[config.mk]
export PLATFORM = sky130hd
export DESIGN_NAME = priority_grant_decoder
export DESIGN_NICKNAME = d
export VERILOG_FILES = /design/src/rtl/prio_pkg.sv /design/src/rtl/priority_grant_decoder_onehot_decode.sv /design/src/rtl/priority_grant_decoder.sv
export SDC_FILE = /design/constraint.sdc
export NUM_CORES = 1
export LEC_CHECK = 0
export ABC_AREA = 1
export CAP_MARGIN = 20
export CORE_MARGIN = 3
export CORE_UTILIZATION = 25
export CTS_CLUSTER_SIZE = 12
export DETAILED_ROUTE_END_ITERATION = 7
export DONT_BUFFER_PORTS = 1
export HOLD_SLACK_MARGIN = 0.05
export PLACE_DENSITY = 0.41
export SETUP_SLACK_MARGIN = 0.05
export SYNTH_ARGS = -nofsm -noshare
export SYNTH_HDL_FRONTEND = slang
export SYNTH_HIERARCHICAL = 1
export SYNTH_SLANG_ARGS = --single-unit
export TNS_END_PERCENT = 50
[constraint.sdc]
create_clock -name clk -period 4.47 [get_ports clk]
set_input_delay 0.894 -clock clk [delete_from_list [all_inputs] [get_ports clk]]
set_output_delay 0.894 -clock clk [all_outputs]
set_load 0.02 [all_outputs]
[src/rtl/prio_pkg.sv]
// Shared definitions for the priority grant decoder slice.
//   DEFAULT_WIDTH / DEFAULT_IDX_W : default grant vector width and index width
//   prio_idx_t, grant_vec_t       : index and one-hot grant types at the defaults
//   grant_state_e                 : grant FSM states
//   max3()                        : helper for sizing the hold/gap counter
package prio_pkg;

  localparam int DEFAULT_WIDTH = 8;
  localparam int DEFAULT_IDX_W = 3;

  typedef logic [DEFAULT_IDX_W-1:0] prio_idx_t;
  typedef logic [DEFAULT_WIDTH-1:0] grant_vec_t;

  typedef enum logic [1:0] {
    IDLE  = 2'd0,
    DRIVE = 2'd1,
    GAP   = 2'd2
  } grant_state_e;

  function automatic int max3(input int a, input int b, input int c);
    int m;
    m = (a > b) ? a : b;
    return (m > c) ? m : c;
  endfunction

endpackage

[src/rtl/priority_grant_decoder_onehot_decode.sv]
// Combinational index -> one-hot decoder with an in-range flag.
//   idx      : encoded index
//   onehot   : (1 << idx) when idx < WIDTH, otherwise all zero
//   in_range : idx < WIDTH
// Outputs are not registered here; the parent registers what it drives.
module onehot_decode
  import prio_pkg::*;
#(
  parameter int WIDTH = DEFAULT_WIDTH,
  parameter int IDX_W = DEFAULT_IDX_W
) (
  input  logic [IDX_W-1:0] idx,
  output logic [WIDTH-1:0] onehot,
  output logic             in_range
);

  // Compare every line against the index rather than indexing onehot[idx],
  // so a non-power-of-2 WIDTH never produces an out-of-bounds select.
  always_comb begin
    in_range = (32'(idx) < WIDTH);
    for (int i = 0; i < WIDTH; i++) begin
      onehot[i] = (32'(idx) == i);
    end
  end

endmodule

[src/rtl/priority_grant_decoder.sv]
// Timed one-hot grant driver: the inverse of the 8:3 priority encoder.
//   clk, rst     : clock and synchronous active-high reset
//   in_priority  : encoded index, taken when in_valid && in_ready
//   in_valid     : in_priority is valid
//   in_ready     : pending slot is empty and not in reset
//   out_onehot   : registered one-hot grant, zero outside DRIVE
//   out_valid    : out_onehot carries an active grant
//   busy         : FSM not IDLE, or an index is pending
//   err          : one-cycle pulse after an out-of-range index was dropped
// Each accepted index is driven for HOLD_CYCLES cycles, followed by
// GAP_CYCLES all-zero cycles. One extra index can be queued while busy.
module priority_grant_decoder
  import prio_pkg::*;
#(
  parameter int WIDTH       = DEFAULT_WIDTH,
  parameter int IDX_W       = DEFAULT_IDX_W,
  parameter int HOLD_CYCLES = 4,
  parameter int GAP_CYCLES  = 1
) (
  input  logic             clk,
  input  logic             rst,
  input  logic [IDX_W-1:0] in_priority,
  input  logic             in_valid,
  output logic             in_ready,
  output logic [WIDTH-1:0] out_onehot,
  output logic             out_valid,
  output logic             busy,
  output logic             err
);

  localparam int CNT_W = $clog2(max3(HOLD_CYCLES, GAP_CYCLES, 2));
  localparam logic [CNT_W-1:0] HOLD_LOAD = CNT_W'(HOLD_CYCLES - 1);
  localparam logic [CNT_W-1:0] GAP_LOAD  = CNT_W'((GAP_CYCLES > 0) ? GAP_CYCLES - 1 : 0);

  grant_state_e     state_q, state_d;
  logic [CNT_W-1:0] cnt_q, cnt_d;
  logic [IDX_W-1:0] cur_q, cur_d;
  logic             pend_full_q, pend_full_d;
  logic [IDX_W-1:0] pend_idx_q, pend_idx_d;

  logic [WIDTH-1:0] out_onehot_d;
  logic             out_valid_d, busy_d, err_d;

  logic             xfer, take, take_direct, load_next;
  logic [WIDTH-1:0] in_onehot_unused_sink, cur_onehot;
  logic             in_in_range, cur_in_range;

  // Range check on the incoming index.
  onehot_decode #(.WIDTH(WIDTH), .IDX_W(IDX_W)) u_in_decode (
    .idx      (in_priority),
    .onehot   (in_onehot_unused_sink),
    .in_range (in_in_range)
  );

  // One-hot of the index that will be driven after this edge.
  onehot_decode #(.WIDTH(WIDTH), .IDX_W(IDX_W)) u_cur_decode (
    .idx      (cur_d),
    .onehot   (cur_onehot),
    .in_range (cur_in_range)
  );

  assign in_ready = !rst && !pend_full_q;
  assign xfer     = in_valid && in_ready;
  // Out-of-range indices complete the handshake but never reach the FSM.
  assign take     = xfer && in_in_range;

  // Next-state logic.
  // NOTE: every variable assigned in an always_comb gets a default first,
  // otherwise a path that skips it infers a latch.
  always_comb begin
    state_d     = state_q;
    cnt_d       = cnt_q;
    cur_d       = cur_q;
    pend_full_d = pend_full_q;
    pend_idx_d  = pend_idx_q;
    take_direct = 1'b0;
    load_next   = 1'b0;

    unique case (state_q)
      IDLE: begin
        if (take) begin
          state_d     = DRIVE;
          cnt_d       = HOLD_LOAD;
          cur_d       = in_priority;
          take_direct = 1'b1;
        end
      end
      DRIVE: begin
        if (cnt_q != '0) begin
          cnt_d = cnt_q - 1'b1;
        end else if (GAP_CYCLES > 0) begin
          state_d = GAP;
          cnt_d   = GAP_LOAD;
        end else begin
          load_next = 1'b1;
        end
      end
      GAP: begin
        if (cnt_q != '0) cnt_d = cnt_q - 1'b1;
        else             load_next = 1'b1;
      end
      default: state_d = IDLE;
    endcase

    // End of a grant (or gap): start the queued index if any. An index
    // arriving on this very edge with the slot empty starts directly, so it
    // is never stranded in the slot while the FSM sits in IDLE.
    if (load_next) begin
      if (pend_full_q) begin
        state_d     = DRIVE;
        cnt_d       = HOLD_LOAD;
        cur_d       = pend_idx_q;
        pend_full_d = 1'b0;
      end else if (take) begin
        state_d     = DRIVE;
        cnt_d       = HOLD_LOAD;
        cur_d       = in_priority;
        take_direct = 1'b1;
      end else begin
        state_d = IDLE;
        cnt_d   = '0;
      end
    end

    if (take && !take_direct) begin
      pend_full_d = 1'b1;
      pend_idx_d  = in_priority;
    end
  end

  // Output logic: computed from the next state so the registered outputs
  // line up with the state they describe.
  always_comb begin
    out_valid_d  = (state_d == DRIVE) && cur_in_range;
    out_onehot_d = out_valid_d ? cur_onehot : '0;
    busy_d       = (state_d != IDLE) || pend_full_d;
    err_d        = xfer && !in_in_range;
  end

  // State and output registers.
  // NOTE: sequential state uses non-blocking assignments so every register
  // samples pre-edge values regardless of statement order.
  always_ff @(posedge clk) begin
    if (rst) begin
      state_q     <= IDLE;
      cnt_q       <= '0;
      cur_q       <= '0;
      pend_full_q <= 1'b0;
      pend_idx_q  <= '0;
      out_onehot  <= '0;
      out_valid   <= 1'b0;
      busy        <= 1'b0;
      err         <= 1'b0;
    end else begin
      state_q     <= state_d;
      cnt_q       <= cnt_d;
      cur_q       <= cur_d;
      pend_full_q <= pend_full_d;
      pend_idx_q  <= pend_idx_d;
      out_onehot  <= out_onehot_d;
      out_valid   <= out_valid_d;
      busy        <= busy_d;
      err         <= err_d;
    end
  end

endmodule

==> reports/results.txt <==
Status = complete, no violations
Root buffer cell = clkbuf_8
Worst path buffer plus inverter count = 0
TritonCTS Sinks = 22
Post-Syn Nets = 180
Share of cells above drive strength 1 = 0.151
Area grow syn2layout = 9.45%
RSZ-0062 raised after global routing = false
Crit-path leading delay family = simple AND/OR/NAND/NOR gates
Critical path data required time = 3.58 ns
LEAKAGE = 0.608 nW
DP Area = 0.00129 sq mm
Area of the multi-input gates = 658 sq um
Clk_lat worst skew = 0.26 ns
Global-route wire length before repair = 4190 um
Clock Pin Slew Worst Setup and Hold Paths = 0.08 ns
CTS tree = yes
Max incr delay on CP = 0.16 ns
Die Wd = 76.6 um
Final worst-path cycle share = 0.436
Peak Freq = 513 MHz
CP Cell Sequence = nor2_8
Critical path class = in -> out
Design area = 0.00136 sq mm
Initial DRC Count = 24
Overflow left after global routing = 0
Total number of vias = 937
Detailed-route DRC error count = 0
Vias in the first global route = 923
Buffer count from post-CTS setup fixing = 0
Pin count of the biggest net entering global routing = 14
Nets = 181
CP max-delay cell = nor2_8
GPL Wtd Cong = 0.764
Htree depth = 1
Input/output buffers = 0
CP endpoint kind = primary output
Placement row count = 25
Number of routed nets with antenna violations = 0
Iteration count of the initial detailed-routing pass = 4
Worst hold slack = 0.474 ns
Worst Path Max Fanout = 9
Hold buffers post-CTS = 0
Post-Route WL = 2400 um
Die height = 76.6 um
Min cycle time layout = 1.95 ns
Dpl ws = 2.28 ns
Fin Setup TNS = 0 ns
Initial antenna violation count = 0
Wirelength per Cell = 10.3 um
CTS resizes = 0
Number of antenna diodes = 0
Clock skew = 0.00433 ns
Tot Pwr = 0.000813 W
Reg area = 440 sq um
VDD IR max = 0.157 mV
Global Route Usage Sum = 0.0869
Fin. Hold Viols = 0
Startpoint types = input port
Synth Warn # = 6
Clk buf depth = 2
Post-Syn Instances = 166
Total CTS buffers = 3
Commonest non-fill, non-tap cell in the layout = nand2_1
Min-delay worst type = reg -> reg
Avg Cell Area, Syn = 7.50 sq um
Total die area = 0.00586 sq mm
Max-cap violations = 0
Most frequent cells in the layout = nand2_1 (41), inv_1 (26), dfxtp_1 (22)
Vias per cell = 4.02
Cell Pwr Density = 596 mW/mm^2
Setup violators final = 0
Post-route setup slack = 2.52 ns
Count of pins over their slew limit = 0
Starting density of the core = 0.262
Crit path arrival time = 1.05 ns
Core ar. = 0.00475 sq mm
Mapped cell area = 0.00124 sq mm
Fillers = 560
Hpwl dp = 1860 um
Io pins = 18
==> sequential cells by signal (all words and copies together), names as in the netlist <==
register	flops
out_valid	1
pend_idx_q	3
cur_q	3
pend_full_q	1
state_q	2
busy	1
cnt_q	2
out_onehot	8
err	1
==> layout make-up <==
cell class                 count  share of cell area
multi-input combinational    111               0.483
sequential                    22               0.323
inverter                      29              0.0799
tap                           67              0.0615
clock buffer                   3              0.0303
clock inverter                 1              0.0220
==> power breakdown <==
| part | switching (W) | internal, W |
|---|---|---|
| clock | 0.0000667 | 0.000120 |
| sequential | 0.0000332 | 0.000229 |
| combinational | 0.000246 | 0.000118 |
| total | 0.000346 | 0.000466 |
==> stage by stage <==
| step | cells | util |
|---|---|---|
| after global placement | 229 | 0.272 |
| final | 233 | 0.287 |
| after floorplan | 166 | - |
| after global routing | 233 | 0.287 |
| after CTS | 233 | 0.287 |
| after detailed placement | 229 | 0.272 |
==> final timing paths <==
check                               end  slack [ns]  cells after the start                        from
min reg2reg  pend_idx_q[0]$_SDFFE_PP0P_        0.47                      1  pend_idx_q[0]$_SDFFE_PP0P_
max reg2reg    out_onehot[5]$_SDFF_PP0_        2.54                     10       state_q[1]$_SDFF_PP0_
min          pend_idx_q[0]$_SDFFE_PP0P_        0.47                      1  pend_idx_q[0]$_SDFFE_PP0P_
max                            in_ready        2.52                      1                         rst
==> per-layer routing <==
metal | up-vias | GRT usage | share of wire
met5 | - | 0 | 0
met2 | 5 | 0.150 | 0.50
met1 | 428 | 0.106 | 0.48
met4 | 0 | 0.0326 | 0.0088
li1 | 502 | - | -
met3 | 2 | 0.0165 | 0.020
Note: power is estimated with default switching activity, not from simulation.
